--- src/rtl/alu_share_arb.sv ---
`default_nettype none
// ============================================================================
// Module   : alu_share_arb
// Purpose  : Round-robin arbiter sharing one ALU between two requesters.
// Revision : 1.0  initial release
// ============================================================================
module alu_share_arb #(
  parameter int unsigned MUL_LAT = 2
) (
  input  logic        clk,
  input  logic        rst_n,
  input  logic [1:0]  req_valid,
  output logic [1:0]  req_ready,
  input  logic [2:0]  req_op0,
  input  logic [2:0]  req_op1,
  input  logic [31:0] req_a0,
  input  logic [31:0] req_b0,
  input  logic [31:0] req_a1,
  input  logic [31:0] req_b1,
  input  logic [4:0]  req_shamt0,
  input  logic [4:0]  req_shamt1,
  output logic [31:0] alu_a,
  output logic [31:0] alu_b,
  output logic [2:0]  alu_sel,
  output logic [4:0]  alu_shamt,
  input  logic [31:0] alu_result,
  input  logic        alu_of,
  output logic        rsp_valid,
  input  logic        rsp_ready,
  output logic        rsp_id,
  output logic [31:0] rsp_result,
  output logic        rsp_of,
  output logic        busy
);

  localparam logic [1:0] c_ST_IDLE = 2'd0;
  localparam logic [1:0] c_ST_EXEC = 2'd1;
  localparam logic [1:0] c_ST_RESP = 2'd2;

  localparam logic [2:0] c_OP_ADD = 3'b010;
  localparam logic [2:0] c_OP_SUB = 3'b110;
  localparam logic [2:0] c_OP_MUL = 3'b100;

  // Counter holds remaining EXEC cycles minus one, so 0 marks the last cycle.
  localparam logic [3:0] c_MUL_WAIT = 4'(MUL_LAT - 1);

  logic [1:0]  r_state;
  logic        r_last_grant;
  logic        r_owner;
  logic [3:0]  r_wait;
  logic [31:0] r_alu_a;
  logic [31:0] r_alu_b;
  logic [2:0]  r_alu_sel;
  logic [4:0]  r_alu_shamt;
  logic        r_rsp_valid;
  logic        r_rsp_id;
  logic [31:0] r_rsp_result;
  logic        r_rsp_of;

  logic        w_gnt;
  logic        w_hs;
  logic [2:0]  w_op;

  // On a tie the requester that did not win last time gets the grant.
  always_comb begin
    w_gnt = 1'b0;
    if (req_valid == 2'b11) w_gnt = ~r_last_grant;
    else                    w_gnt = req_valid[1];
  end

  always_comb begin
    req_ready = 2'b00;
    if (rst_n && (r_state == c_ST_IDLE))
      req_ready = (w_gnt ? 2'b10 : 2'b01) & req_valid;
  end

  assign w_hs = |(req_valid & req_ready);
  assign w_op = w_gnt ? req_op1 : req_op0;

  always_ff @(posedge clk or negedge rst_n) begin
    if (!rst_n) begin
      r_state      <= c_ST_IDLE;
      r_last_grant <= 1'b1;
      r_owner      <= 1'b0;
      r_wait       <= 4'd0;
      r_alu_a      <= 32'd0;
      r_alu_b      <= 32'd0;
      r_alu_sel    <= 3'd0;
      r_alu_shamt  <= 5'd0;
      r_rsp_valid  <= 1'b0;
      r_rsp_id     <= 1'b0;
      r_rsp_result <= 32'd0;
      r_rsp_of     <= 1'b0;
    end else begin
      case (r_state)
        c_ST_IDLE: begin
          if (w_hs) begin
            r_alu_a      <= w_gnt ? req_a1 : req_a0;
            r_alu_b      <= w_gnt ? req_b1 : req_b0;
            r_alu_sel    <= w_op;
            r_alu_shamt  <= w_gnt ? req_shamt1 : req_shamt0;
            r_owner      <= w_gnt;
            r_last_grant <= w_gnt;
            r_wait       <= (w_op == c_OP_MUL) ? c_MUL_WAIT : 4'd0;
            r_state      <= c_ST_EXEC;
          end
        end
        c_ST_EXEC: begin
          if (r_wait == 4'd0) begin
            r_rsp_result <= alu_result;
            // Overflow is only meaningful for add and subtract.
            r_rsp_of     <= alu_of & ((r_alu_sel == c_OP_ADD) || (r_alu_sel == c_OP_SUB));
            r_rsp_id     <= r_owner;
            r_rsp_valid  <= 1'b1;
            r_state      <= c_ST_RESP;
          end else begin
            r_wait <= r_wait - 4'd1;
          end
        end
        c_ST_RESP: begin
          if (rsp_ready) begin
            r_rsp_valid <= 1'b0;
            r_state     <= c_ST_IDLE;
          end
        end
        default: r_state <= c_ST_IDLE;
      endcase
    end
  end

  assign alu_a      = r_alu_a;
  assign alu_b      = r_alu_b;
  assign alu_sel    = r_alu_sel;
  assign alu_shamt  = r_alu_shamt;
  assign rsp_valid  = r_rsp_valid;
  assign rsp_id     = r_rsp_id;
  assign rsp_result = r_rsp_result;
  assign rsp_of     = r_rsp_of;
  assign busy       = (r_state != c_ST_IDLE);

endmodule
`default_nettype wire

--- config.mk ---
export PLATFORM = sky130hd
export DESIGN_NAME = alu_share_arb
export DESIGN_NICKNAME = d
export VERILOG_FILES = /design/src/rtl/alu_share_arb.sv
export SDC_FILE = /design/constraint.sdc
export NUM_CORES = 1
export LEC_CHECK = 0
export BUFFER_PORTS_ARGS = -buffer_cell sky130_fd_sc_hd__buf_2
export CORE_ASPECT_RATIO = 0.5
export CORE_MARGIN = 10
export CORE_UTILIZATION = 45
export CTS_BUF_LIST = sky130_fd_sc_hd__clkbuf_4 sky130_fd_sc_hd__clkbuf_8 sky130_fd_sc_hd__clkbuf_16
export DETAILED_ROUTE_END_ITERATION = 8
export MAX_ROUTING_LAYER = met4
export PLACE_DENSITY = 0.88
export SYNTH_ARGS = -nofsm -noshare
export SYNTH_HDL_FRONTEND = slang
export SYNTH_SLANG_ARGS = --single-unit
--- constraint.sdc ---
create_clock -name clk -period 3.6 [get_ports clk]
set_input_delay 0.36 -clock clk [delete_from_list [all_inputs] [get_ports clk]]
set_output_delay 0.36 -clock clk [all_outputs]
set_load 0.005 [all_outputs]
== After elaboration in Yosys (flattened, before gate mapping) ==
Cells that the tools add are included.

* Add/sub/neg operators: 1
* Eq/ne operators: 10
* Multiplexer cells: 18
* Bitwise gates (word level): 4
* Reductions and logical operators: 13

{| class="wikitable"
|+ Operators by type and width
! cell !! count
|-
| 2-to-1 mux 32 bit || 2
|-
| 2-to-1 mux 2 bit || 5
|-
| AND reduction 3 bit || 3
|-
| 2-to-1 mux 4 bit || 2
|-
| inequality test 2 bit, second input constant || 4
|-
| case mux 4 bit (2 select lines) || 1
|-
| equality test 3 bit, second input constant || 2
|-
| case mux 2 bit (3 select lines) || 1
|-
| nonzero test 2 bit || 3
|-
| 2-to-1 mux 5 bit || 1
|-
| bitwise AND 2 bit || 2
|-
| equality test 2 bit, second input constant || 2
|-
| logical NOT 4 bit || 1
|-
| 2-to-1 mux 1 bit || 4
|-
| AND reduction 2 bit || 2
|-
| subtractor 4 x 1 -> 4 bit, second input constant || 1
|-
| equality test 3 x 2 -> 1 bit, second input constant || 1
|-
| 2-to-1 mux 3 bit || 1
|-
| equality test 2 x 1 -> 1 bit, second input constant || 1
|-
| logical NOT 2 bit || 1
|-
| case mux 1 bit (2 select lines) || 1
|-
| OR reduction 2 bit || 1
|-
| bitwise AND 1 bit || 1
|-
| logical AND 1 bit || 1
|-
| 2 further kinds || 2
|}

* Bits in registers: 115
* Output and inout bits: 110
* Logic and storage cells: 58

== Longest topological paths before layout ==
* Depth in word-level cells: 9
* Depth in mapped cells: 8
* Depth with buffers taken out: 6

== Worst setup path before layout ==
Ideal clock, no wire load.

* Kind: reg2reg
* Start: register r_wait[0]
* End: register r_rsp_result[10], in the netlist rsp_result[10]
* Setup time: 0.125 ns
* Arrival: 1.565 ns
* Data required time: 3.475 ns
* Setup slack: 1.910 ns
* Cell stages (with the launch flop): 8
* Buffers on the path: 2
* Cell sequence: dfrtp_1 > inv_1 > ha_1 > nor3b_2 > and2_4 > buf_8 > buf_12 > mux2_4

* Word-level cells in the longest chain between the ends: 2

{| class="wikitable"
|+ Ends and longest elaborated chain
! element !! line !! RTL
|-
| from (decl) || 50 || <nowiki>logic [3:0] r_wait;</nowiki>
|-
| from (signal assigned) || 104 || <nowiki>r_wait <= (w_op == c_OP_MUL) ? c_MUL_WAIT : 4'd0;</nowiki>
|-
| from (signal assigned) || 117 || <nowiki>r_wait <= r_wait - 4'd1;</nowiki>
|-
| logical NOT 4 bit || 109 || <nowiki>if (r_wait == 4'd0) begin</nowiki>
|-
| AND reduction 2 bit (no source line) || -- ||
|-
| to (signal assigned) || 110 || <nowiki>r_rsp_result <= alu_result;</nowiki>
|-
| to (decl) || 57 || <nowiki>logic [31:0] r_rsp_result;</nowiki>
|}

No other way between the ends.
A chain may end at the register's enable or synchronous reset.

== Worst setup path after layout ==
* Start: register r_last_grant
* End: output port req_ready[1]

* Word-level cells in the longest chain between the ends: 5

{| class="wikitable"
|+ Ends and longest elaborated chain
! element !! line !! RTL
|-
| from (decl) || 48 || <nowiki>logic r_last_grant;</nowiki>
|-
| from (signal assigned) || 103 || <nowiki>r_last_grant <= w_gnt;</nowiki>
|-
| inverter 1 bit || 67 || <nowiki>if (req_valid == 2'b11) w_gnt = ~r_last_grant;</nowiki>
|-
| 2-to-1 mux 1 bit || 67 ||
|-
| 2-to-1 mux 2 bit || 74 || <nowiki>req_ready = (w_gnt ? 2'b10 : 2'b01) & req_valid;</nowiki>
|-
| bitwise AND 2 bit || 74 ||
|-
| 2-to-1 mux 2 bit || 73 || <nowiki>if (rst_n && (r_state == c_ST_IDLE))</nowiki>
|-
| to (decl) || 13 || <nowiki>output logic [1:0] req_ready,</nowiki>
|}

No other way between the ends.

==> results.txt <==
- Buf/Inv on CP: 2
- The top cell types in the final layout, fill and taps aside, are 290 x buf_2, 114 x dfrtp_1, 75 x nor2_1, 72 x mux2i_1, 66 x a21oi_2.
* PnR worst setup slack: 1.44 ns
- The setup path with the least slack is of type register to output port.
* 1st-iter DRT viols: between 150 and 200
- Sequential cells account for 36.1% of the total power.
- In this run the core area contains 28 standard-cell rows.
- The first global-routing pass estimated 24,600 um of wire.
* Share of synthesized area occupied by flip-flops and latches: 51.2%
* Vias in the first global route: 4,713
- Gr usage total: 17.9%
* Clock tree buffer depth: 2
- Die Ht: 99.1 um
- Kind of cell adding the most delay to the critical path: buffers and inverters
* Overall die width: 178 um
- Floorplan die area: approximately 18,000 um^2
* Placer Congestion: a little over 0.8
- Data on the critical path is required at its endpoint by 3.24 ns.
* Pin count of the biggest net entering global routing: between 90 and 100
- Library cells used by synthesis: 33
- After synthesis the netlist holds a flip-flop and latch count of about 120.
- A synthesized cell averages 12.8 um^2.
* Actual slew at the worst max-slew pin: roughly 0.76 ns
* TritonCTS Sinks: 115
- Total of hold buffers inserted after clock tree synthesis: 0
- 292 I/O pins were placed.
- Final number of max-transition violations: 0
- For this run, the leading register cell type out of synthesis is dfrtp_1.
- Buffers placed on the I/O ports in this run total 291.
* Number of nets in the final layout: 909
- Total DRC errors in the routed layout: 0
- The count of nets left with antenna violations once routing finished came out at 0.
* Peak clock frequency supported by timing: 462 MHz
* Unrepaired setup endpoints after global routing: no
- HPWL Detailed: approximately 12,000 um
* Clock root buffer: clkbuf_16
- Leaving out fill and tap cells, the most frequent cell in the layout is buf_2.
- Share of the clock period used by the worst path after layout: 60.1%
- Max-capacitance violation count: 0
- Sum of overflow across all layers after global routing: 0
- Counting every instance in the synthesized netlist gives 438.
- Logic pwr share: between 30 and 40%
* Syn-to-layout area delta: 34.2%
* Startpoint type of the worst setup path: register
- Pre-CTS worst setup slack: 1.50 ns
- Drt first pass iters: 4
* Async set or reset register ratio after synthesis: 100%
* # resized after CTS: 0
* Peak supply drop: roughly 0.42 mV
- Number of vias per cell after detailed routing: 4.68
- In this run the power density over the cells is 838 nW/um^2.
- Antenna violations before repair: 0
- Crit-path slowest cell: buf_4
* Number of antenna cells inserted: 0
* Switching power share of the total: 34.4%
- Total Power Consumption: 6.32 mW
* Critical path endpoint category: output port
- For this configuration, the core starts out at a cell density of 46.8%.
- Num CTS Buffers: 17
- CTS built an H-tree with a depth of 4.
* Synth top area cells: dfrtp_1 51%, mux2i_1 13%, a21oi_2 10%, mux2_4 7.2%, nor2_1 5.0%
* Net load switching power: about 2.2 mW
- The clock network is responsible for 24.9% of the overall power.
- Worst Path Max Fanout: 37
- Traced cell by cell, the critical path runs through a21boi_4 > buf_4 > and2_1 > buf_2.
- Count of endpoints failing setup in the final report: 0
- TritonCTS built the clock tree.
- Per-cell routed wire length: 17.5 um
- Rel. slew slack: 49.2%
- Data on the critical path arrives at its endpoint at roughly 1.8 ns.
* Aggregate negative setup slack: 0 ns
* Total Wirelength: 15,900 um
* Share of post-route cells with drive strength above 1: between 50 and 60%
* Number of enable-type register cells in the synthesized netlist: 0
- Syn Nets: 621
* Total internal power: 4.15 mW
- Core outline area: around 12,000 um^2
- Leakage power summed over all cells: between 3 and 4 nW
- The number of setup buffers added after CTS is 0.
- The number of failing hold endpoints at the final stage came to 0.
* Vias after detailed routing: 4,235
- The top cell type by area accounts for 50.7% of the synthesized area.
- Largest area contributor in the netlist: dfrtp_1
* Clock period minus final worst setup slack: about 2.2 ns
- Netlist area before placement: 5620 um^2
- Setup clock skew after layout: between 0.01 and 0.015 ns
* Clock insertion delay at the later pin of the skew report: ~0.40 ns
- Clock-pin slew was measured on the worst setup and hold paths at around 0.060 ns.
- Critical Path Max Stage Delay: slightly above 0.5 ns
- Run status: finished clean
- Worst hold-check path type: input pin to async pin
- Yosys printed 0 warnings.
[logic make-up after synthesis]
kind of cell    Yosys count  share of synthesized area, %
compound gates           88                          12.8
simple gates             95                          7.65
fa+ha+maj                 1                         0.222
mux                     105                          21.2
flops                   115                          51.2
buf+inv                  34                          6.94
[path summary, 6_finish.rpt]
path                                    start            end  slack (ns)  cells after the start
max in group asynchronous               rst_n   alu_shamt[4]        2.24                      3
worst min register to register  rsp_result[2]  rsp_result[2]        0.50                      1
worst max-delay path             r_last_grant   req_ready[1]        1.44                      4
min in group clk                alu_result[5]  rsp_result[5]        0.19                      2
worst max register to register      r_wait[0]  rsp_result[3]        1.48                      5
worst min-delay path                    rst_n  rsp_result[7]        0.16                      2
[per-stage QoR]
step / hold slack, ns / utilization (%) / instances / area (um^2)
final: 0.155 / 62.8 / 904 / 7550
after global routing: 0.172 / 62.8 / 904 / 7550
after CTS: 0.170 / 62.8 / 904 / 7550
after detailed placement: 0.488 / 58.1 / 872 / 6990
after global placement: 0.477 / 58.1 / 872 / 6990
after floorplan: 0.0644 / - / 438 / 5620
[cell usage after synthesis (2+ instances only)]
cell	count
buf_2	7
nand3_1	2
or2_2	2
a21oi_1	9
nand2_1	5
mux2_4	27
a21oi_2	66
inv_1	6
buf_6	8
mux2i_1	72
o21ai_0	6
and2_4	2
mux2_2	6
buf_12	11
dfrtp_1	114
nor2_1	75
a21o_1	4
[per-layer routing]
metal,vias up,track usage (%),wire [um]
li1,2094,-,-
met1,2013,19.4,6170
met2,113,32.7,8840
met3,15,3.24,647
met4,0,5.54,204
met5,-,-,0
[layout make-up]
type / count / area, um^2
Fill cell: 992 / 4470
Sequential cell: 115 / 2880
Multi-Input combinational cell: 289 / 2360
Timing Repair Buffer: 297 / 1520
Clock buffer: 17 / 425
Tap cell: 165 / 206
Clock inverter: 15 / 134
Inverter: 6 / 22.5
[flip-flops by register name (all words and copies together) (netlist names), 2 cells and up]
| signal | cells |
|---|---|
| alu_a | 32 |
| alu_b | 32 |
| rsp_result | 32 |
| alu_shamt | 5 |
| r_wait | 4 |
| alu_sel | 3 |
| r_state | 2 |
[power groups by stage]
stage	sequential, mW	combinational, mW	clock (mW)
final	2.28	2.46	1.57
after detailed placement	2.29	2.51	0
after global placement	2.26	2.41	0
after global routing	2.37	2.70	1.68
after CTS	2.29	2.52	1.61
after floorplan	2.33	1.58	0
Power figures use the tool's default switching activity.
